===== config.mk =====
export PLATFORM = sky130hd
export DESIGN_NAME = jk_excite_seq_flat
export DESIGN_NICKNAME = d
export VERILOG_FILES = /design/src/rtl/jk_excite_seq_if.sv /design/src/rtl/jk_excite_seq.sv /design/src/flat_wrapper.sv
export SDC_FILE = /design/constraint.sdc
export NUM_CORES = 1
export LEC_CHECK = 0
export ABC_CLOCK_PERIOD_IN_PS = 2400
export BUFFER_PORTS_ARGS = -buffer_cell sky130_fd_sc_hd__buf_2
export CORE_MARGIN = 2
export CORE_UTILIZATION = 53
export DETAILED_ROUTE_END_ITERATION = 10
export GPL_TIMING_DRIVEN = 0
export PLACE_DENSITY = 0.89
export SLEW_MARGIN = 10
export SYNTH_ARGS = -nofsm -noshare
export SYNTH_HDL_FRONTEND = slang
export SYNTH_SLANG_ARGS = --single-unit

===== constraint.sdc =====
create_clock -name clk -period 2.4 [get_ports clk]
set_input_delay 0.48 -clock clk [delete_from_list [all_inputs] [get_ports clk]]
set_output_delay 0.48 -clock clk [all_outputs]
set_load 0.05 [all_outputs]

===== src/rtl/jk_excite_seq_if.sv =====
// Target-word handshake between an upstream producer and jk_excite_seq.
interface jk_excite_seq_if #(
  parameter int unsigned WIDTH = 4
);
  logic             tgt_valid;
  logic             tgt_ready;
  logic [WIDTH-1:0] tgt_data;

  modport master (output tgt_valid, output tgt_data, input tgt_ready);
  modport slave  (input tgt_valid, input tgt_data, output tgt_ready);
endinterface


===== src/rtl/jk_excite_seq.sv =====
// Drives J/K excitation into a master-slave JK bank for one capture edge, then
// reads the bank back after a settle delay and flags any mismatch.
module jk_excite_seq #(
  parameter int unsigned WIDTH      = 4,
  parameter int unsigned SETTLE_CYC = 1,
  parameter int unsigned USE_TOGGLE = 0
) (
  input  logic              clk,
  input  logic              rst_n,
  jk_excite_seq_if.slave    tgt,
  output logic [WIDTH-1:0]  j_o,
  output logic [WIDTH-1:0]  k_o,
  input  logic [WIDTH-1:0]  q_fb_i,
  output logic [WIDTH-1:0]  cur_q_o,
  output logic              done_o,
  output logic              err_o,
  output logic [7:0]        err_cnt_o
);

  localparam int unsigned CntW = (SETTLE_CYC > 1) ? $clog2(SETTLE_CYC) : 1;

  localparam logic [1:0] StIdle   = 2'd0;
  localparam logic [1:0] StDrive  = 2'd1;
  localparam logic [1:0] StSettle = 2'd2;
  localparam logic [1:0] StCheck  = 2'd3;

  logic [1:0]      state_q, state_d;
  logic [WIDTH-1:0] tgt_q, tgt_d;
  logic [WIDTH-1:0] j_q, j_d, k_q, k_d;
  logic [WIDTH-1:0] cur_q_q, cur_q_d;
  logic [CntW-1:0]  cnt_q, cnt_d;
  logic             done_q, done_d;
  logic             err_q, err_d;
  logic [7:0]       err_cnt_q, err_cnt_d;
  logic             mismatch;

  assign mismatch      = (q_fb_i != tgt_q);
  assign tgt.tgt_ready = (state_q == StIdle);

  always_comb begin
    state_d   = state_q;
    tgt_d     = tgt_q;
    j_d       = '0;
    k_d       = '0;
    cur_q_d   = cur_q_q;
    cnt_d     = cnt_q;
    done_d    = 1'b0;
    err_d     = 1'b0;
    err_cnt_d = err_cnt_q;
    case (state_q)
      StIdle: begin
        if (tgt.tgt_valid) begin
          tgt_d = tgt.tgt_data;
          // Toggle coding flips only the bits that differ from the shadow copy.
          if (USE_TOGGLE != 0) begin
            j_d = tgt.tgt_data ^ cur_q_q;
            k_d = tgt.tgt_data ^ cur_q_q;
          end else begin
            j_d = tgt.tgt_data;
            k_d = ~tgt.tgt_data;
          end
          state_d = StDrive;
        end
      end
      StDrive: begin
        cnt_d   = CntW'(SETTLE_CYC - 1);
        state_d = StSettle;
      end
      StSettle: begin
        if (cnt_q == '0) begin
          state_d = StCheck;
        end else begin
          cnt_d = cnt_q - 1'b1;
        end
      end
      StCheck: begin
        done_d  = 1'b1;
        err_d   = mismatch;
        // Resync to what the bank really holds, even on error.
        cur_q_d = q_fb_i;
        if (mismatch && (err_cnt_q != 8'hFF)) begin
          err_cnt_d = err_cnt_q + 8'd1;
        end
        state_d = StIdle;
      end
      default: state_d = StIdle;
    endcase
  end

  always_ff @(posedge clk or negedge rst_n) begin
    if (!rst_n) begin
      state_q   <= StIdle;
      tgt_q     <= '0;
      j_q       <= '0;
      k_q       <= '0;
      cur_q_q   <= '0;
      cnt_q     <= '0;
      done_q    <= 1'b0;
      err_q     <= 1'b0;
      err_cnt_q <= 8'd0;
    end else begin
      state_q   <= state_d;
      tgt_q     <= tgt_d;
      j_q       <= j_d;
      k_q       <= k_d;
      cur_q_q   <= cur_q_d;
      cnt_q     <= cnt_d;
      done_q    <= done_d;
      err_q     <= err_d;
      err_cnt_q <= err_cnt_d;
    end
  end

  assign j_o       = j_q;
  assign k_o       = k_q;
  assign cur_q_o   = cur_q_q;
  assign done_o    = done_q;
  assign err_o     = err_q;
  assign err_cnt_o = err_cnt_q;

endmodule


===== src/flat_wrapper.sv =====
// flat-port wrapper written by rule: the top's interface ports become plain ports
module jk_excite_seq_flat 
#(
  parameter int unsigned WIDTH      = 4,
  parameter int unsigned SETTLE_CYC = 1,
  parameter int unsigned USE_TOGGLE = 0
)
  (clk, rst_n, j_o, k_o, q_fb_i, cur_q_o, done_o, err_o, err_cnt_o, tgt_tgt_valid, tgt_tgt_data, tgt_tgt_ready);
  jk_excite_seq_if #(.WIDTH(WIDTH)) tgt_i ();
  input  logic clk;
  input  logic rst_n;
  output logic [WIDTH-1:0] j_o;
  output logic [WIDTH-1:0] k_o;
  input  logic [WIDTH-1:0] q_fb_i;
  output logic [WIDTH-1:0] cur_q_o;
  output logic done_o;
  output logic err_o;
  output logic [7:0] err_cnt_o;
  input wire logic [$bits(tgt_i.tgt_valid)-1:0] tgt_tgt_valid;
  input wire logic [$bits(tgt_i.tgt_data)-1:0] tgt_tgt_data;
  output wire logic [$bits(tgt_i.tgt_ready)-1:0] tgt_tgt_ready;
  assign tgt_i.tgt_valid = tgt_tgt_valid;
  assign tgt_i.tgt_data = tgt_tgt_data;
  assign tgt_tgt_ready = tgt_i.tgt_ready;
  jk_excite_seq #(.WIDTH(WIDTH), .SETTLE_CYC(SETTLE_CYC), .USE_TOGGLE(USE_TOGGLE)) u_core (.clk(clk), .rst_n(rst_n), .tgt(tgt_i), .j_o(j_o), .k_o(k_o), .q_fb_i(q_fb_i), .cur_q_o(cur_q_o), .done_o(done_o), .err_o(err_o), .err_cnt_o(err_cnt_o));
endmodule

* Yosys cells after proc, flatten, opt, wreduce, memory -nomap -nowiden
Cells that the tools add are included.
** Storage, ports and cells
- Bits in registers :: 29
- Input bits :: 11
- Word-level logic and storage cells :: 36
** Operators by class
- $add $sub $neg :: 2
- Equality and inequality tests :: 7
- Multiplexer cells :: 11
- Bitwise logic cells :: 1
- Reduce and logical (&&, ||, !) cells :: 6
** Operators by type and width (count)
- 2-to-1 mux 4 bit :: 4
- adder 8 x 1 -> 8 bit, second input constant :: 1
- inequality test 8 bit, second input constant :: 1
- case mux 2 bit (4 select lines) :: 1
- AND reduction 2 bit :: 3
- == test 2 bit, second input constant :: 2
- 2-to-1 mux 2 bit :: 2
- inequality test 2 bit, second input constant :: 2
- inequality test 4 bit :: 1
- NOT 4 bit :: 1
- 2-to-1 mux 1 bit :: 3
- == test 2 x 1 -> 1 bit, second input constant :: 1
- logical NOT 2 bit :: 1
- case mux 1 bit (2 select lines) :: 1
- nonzero test 2 bit :: 1
- logical AND 1 bit :: 1
- subtractor 1 bit, second input constant :: 1

* Logic depth before layout (Yosys ltp)
- Word-level depth :: 3
- Mapped depth :: 5

* Worst setup path before layout
Ideal clock, no wire load.
- Path kind :: register to register
- Start :: register u_core.err_cnt_q[0], in the netlist u_core.err_cnt_o[0]
- End :: register u_core.err_cnt_q[1], in the netlist u_core.err_cnt_o[1]
- Library setup time :: 0.125 ns
- Arrival time :: 1.733 ns
- Required time :: 2.275 ns
- Path slack :: 0.542 ns
- Cell stages (with the launch flop) :: 6
- Buffers on the path :: 0
- Cell sequence :: dfrtp_1 -> ha_1 -> nand4_1 -> nor2_1 -> nor3b_2 -> mux2_4
** On the way
- Word-level cells in the longest chain between the ends :: 3
- Elaborated cells between the ends (all ways) :: 4
** RTL lines
- from (decl) :: RTL line jk_excite_seq.sv:34 : logic [7:0] err_cnt_q, err_cnt_d;
- from (signal assigned) :: RTL line jk_excite_seq.sv:110 : err_cnt_q <= err_cnt_d;
- branches (longest 3 deep; another with adder 8 x 1 -> 8 bit)
Several ways; the timed one is not identified.
A chain may end at the register's enable or synchronous reset.

* Final worst setup path
- Start :: register u_core.state_q[0]
- End :: output tgt_tgt_ready
** On the way
- Word-level cells in the longest chain between the ends :: 1
** RTL lines
- from (decl) :: RTL line jk_excite_seq.sv:27 : logic [1:0] state_q, state_d;
- from (signal assigned) :: RTL line jk_excite_seq.sv:92 : state_q <= StIdle;
- from (signal assigned) :: RTL line jk_excite_seq.sv:102 : state_q <= state_d;
- logical NOT 2 bit :: RTL line jk_excite_seq.sv:38 : assign tgt.tgt_ready = (state_q == StIdle);
- to (decl) :: RTL line flat_wrapper.sv:21 : output wire logic [$bits(tgt_i.tgt_ready)-1:0] tgt_tgt_ready;
No other way between the ends.

==> impl_metrics.tcl <==
set metrics [dict create \
    drt.antenna.violating_nets 0 \
    dr_total_vias 790 \
    finalNetCount 140 \
    routabilityCongestion 0.788 \
    cts_setup_buffers 0 \
    synth_top_cells_by_area "sky130_fd_sc_hd__dfrtp_1 61%, sky130_fd_sc_hd__xor2_1 7.6%, sky130_fd_sc_hd__mux2_2 4.9%" \
    number_of_warning_messages_in_the_yosys_log 0 \
    resized_gates_after_cts 0 \
    residual_drc 0 \
    root_buffer "sky130_fd_sc_hd__clkbuf_4" \
    post-route-worst-setup-slack_ps 482 \
    dr.first_iter.drc_count 6 \
    cts-hold-fix-buffers 0 \
    cts_buffer_count 3 \
    maxClockFrequency_ghz 0.521 \
    finalSetupViolations 0 \
    hold_viol_final 0 \
    synthMuxAreaShare_pct 6.19 \
    syn2layout_area_growth_pct 19.2 \
    dpl.cell_count 147 \
    finalCriticalPeriod_ps 1920 \
    dr.pass1.iters 4 \
    dieArea_um2 2560 \
    synth_top_family_by_area "simple AND/OR/NAND/NOR gates" \
    numClockSinks 28 \
    grt_overflow 0 \
    maxCapViolations 0 \
    syn_nets 102 \
    synth_top_cell_by_area "sky130_fd_sc_hd__dfrtp_1" \
    hold_class "input pin to async pin" \
    die_y_um 50.6 \
    final-instance-count-excl-fill 150 \
    worstSetupPathType "register to primary output" \
    worst_setup_hold_path_clk_slew_ps 140 \
    synthesis.instances 87 \
    worst-endpoint-arrival_ps 1440 \
    crit_required_ps 1920 \
    timing.final.crit_share_pct 79.9 \
    grt_antenna_before_repair 0 \
    dp_worst_setup_slack_ps 511 \
    detail_route.vias_per_cell 5.27 \
    grt_first_pass_wirelength_mm 3.71 \
    synth.yosys.seq_area_share_pct 60.8 \
    worst_path_dominant_cell_family "flip-flops" \
    worst_setup_path_start_kind "register" \
    floorplan.io_pins 34 \
    clockBufferDepth 2 \
    drt_wl_total_mm 2.17 \
    final_worst_hold_slack_ps 137 \
    compound_gate_portion_of_the_synthesized_area_pct 3.91 \
    detailedPlacementHpwl_mm 1.56 \
    syn_area_um2 1150 \
    synthDominantCellAreaShare_pct 60.8 \
    grt_util_all_layers_pct 19.5 \
    grt_start_max_net_pins 29 \
    wire_length_per_cell_after_detailed_routing_um 14.4 \
    setup.worst_path.end_class "primary output" \
    via_count_of_the_first_global_routing_pass 793 \
    r2r_cells 5 \
    unrepaired_setup_endpoints_after_global_routing "false" \
    synth_xor_xnor_area_share_pct 7.60 \
    finClkSkew_ps 2.41 \
    post_synth_fa_ha_maj_area_fraction_pct 4.34 \
    setup-tns-final_ps 0 \
    crit_cells 3 \
    timing.critical_path.buf_inv 2 \
    slew_headroom_pct 60.5 \
    cp_cell_sequence "inv_1 > ha_1 > buf_2" \
    fp.dieW_um 50.6 \
    cpPeakStageDelay_ps 430 \
    drv_slew 0 \
    count_of_state_elements_after_synthesis 28 \
    layout.cells.most_common "sky130_fd_sc_hd__buf_2" \
    core_um2 2000 \
    max_slew.worst_pin.slew_ps 592 \
    worstSkewPairLatency_ps 320 \
    worstPathMaxFanout 8 \
    rows 16 \
    leading_cell_types_in_the_layout_fill_and_taps_excluded "33 x sky130_fd_sc_hd__buf_2, 28 x sky130_fd_sc_hd__dfrtp_1, 10 x sky130_fd_sc_hd__xor2_1, 5 x sky130_fd_sc_hd__nor2_1, 5 x sky130_fd_sc_hd__mux2_2" \
    critical_path.slowest_cell "sky130_fd_sc_hd__dfrtp_1" \
    start_util_pct 57.6 \
    antenna_cells 0 \
    post_route_cells_drive_above_1_share_pct 38.2 \
    synthDistinctLibCells 23 \
    outcome "finished clean" \
    portBuffers 33 \
    synth-simple-area-share_pct 16.2 \
    synthesis.area_per_instance_um2 13.2 \
    cts.htree.levels 1 \
    cts_tree "built" \
]
[final timing paths]
| kind | start | end | slack, ps |
|---|---|---|---|
| max | u_core.state_q[0]$_DFFE_PN0P_ | tgt_tgt_ready | 480 |
| min | rst_n | u_core.k_o[1]$_DFF_PN0_ | 140 |
| max reg2reg | u_core.state_q[1]$_DFFE_PN0P_ | u_core.err_cnt_o[7]$_DFFE_PN0P_ | 640 |
| min reg2reg | u_core.tgt_q[0]$_DFFE_PN0P_ | u_core.tgt_q[0]$_DFFE_PN0P_ | 520 |
| max in group asynchronous | rst_n | u_core.err_cnt_o[1]$_DFFE_PN0P_ | 1880 |
| min in group clk | tgt_tgt_data[3] | u_core.k_o[3]$_DFF_PN0_ | 300 |
[synthesized netlist by cell type]
master and n:
sky130_fd_sc_hd__nor3_1 3, sky130_fd_sc_hd__nor4_4 1, sky130_fd_sc_hd__and2b_2 1, sky130_fd_sc_hd__xor2_1 10
sky130_fd_sc_hd__nor4_1 2, sky130_fd_sc_hd__nand3_1 2, sky130_fd_sc_hd__nor3b_2 1, sky130_fd_sc_hd__dfrtp_1 28
sky130_fd_sc_hd__a21o_2 1, sky130_fd_sc_hd__clkbuf_1 1, sky130_fd_sc_hd__and3_1 4, sky130_fd_sc_hd__mux2_2 5
sky130_fd_sc_hd__nor3_2 1, sky130_fd_sc_hd__nand2_1 4, sky130_fd_sc_hd__o22a_1 1, sky130_fd_sc_hd__nand2b_1 2
sky130_fd_sc_hd__nand4_1 4, sky130_fd_sc_hd__ha_1 4, sky130_fd_sc_hd__o21ai_0 1, sky130_fd_sc_hd__mux2_4 1
sky130_fd_sc_hd__nor2_1 5, sky130_fd_sc_hd__a21o_1 3, sky130_fd_sc_hd__inv_1 2
[sequential cells by signal, indices dropped and copies added, names as in the netlist]
register          count
u_core.err_o          1
u_core.cur_q_o        4
u_core.k_o            4
u_core.err_cnt_o      8
u_core.j_o            4
u_core.tgt_q          4
u_core.done_o         1
u_core.state_q        2
[final cells by class]
cell class,count,area [um^2]
multi-input combinational,56,440
fill,157,628
sequential,28,701
tap,27,33.8
buffer,1,3.75
clock buffer,3,22.5
inverter,2,7.51
timing repair buffer,33,165
[through the flow]
step,cell area (um^2),util (%)
floorplan,1150,-
global placement,1350,67.5
detailed placement,1350,67.5
CTS,1370,68.6
global route,1370,68.6
finish,1370,68.6
[worst reg2reg max path: cells and delay by family, from the launching register on]
kind                     cells  cell delay, ps
AND/OR/NAND/NOR              2             560
flip-flops                   1             400
buffers and inverters        1             370
adder cells (fa/ha/maj)      1             190
XOR/XNOR                     1             170
[per-layer routing]
metal  GRT usage, %  up-vias  wire (um)
li1               -      376          -
met1           24.7      396        878
met2           34.2       14       1210
met3           1.79        4         58
met4           8.11        0         25
met5              0        -          0
[kinds of logic (layout without fill, tap and decap cells)]
family,Yosys count,after routing
DFF,28,28
adders and majority gates,4,4
muxes,6,6
buffers and inverters,3,39
and+or+nand+nor,30,30
xor gates and xnor gates,10,10
AOI/OAI and AO/OA,6,6
Power is not shown: default switching activity piles up to over one toggle a cycle in this logic, so the estimate is an artifact.
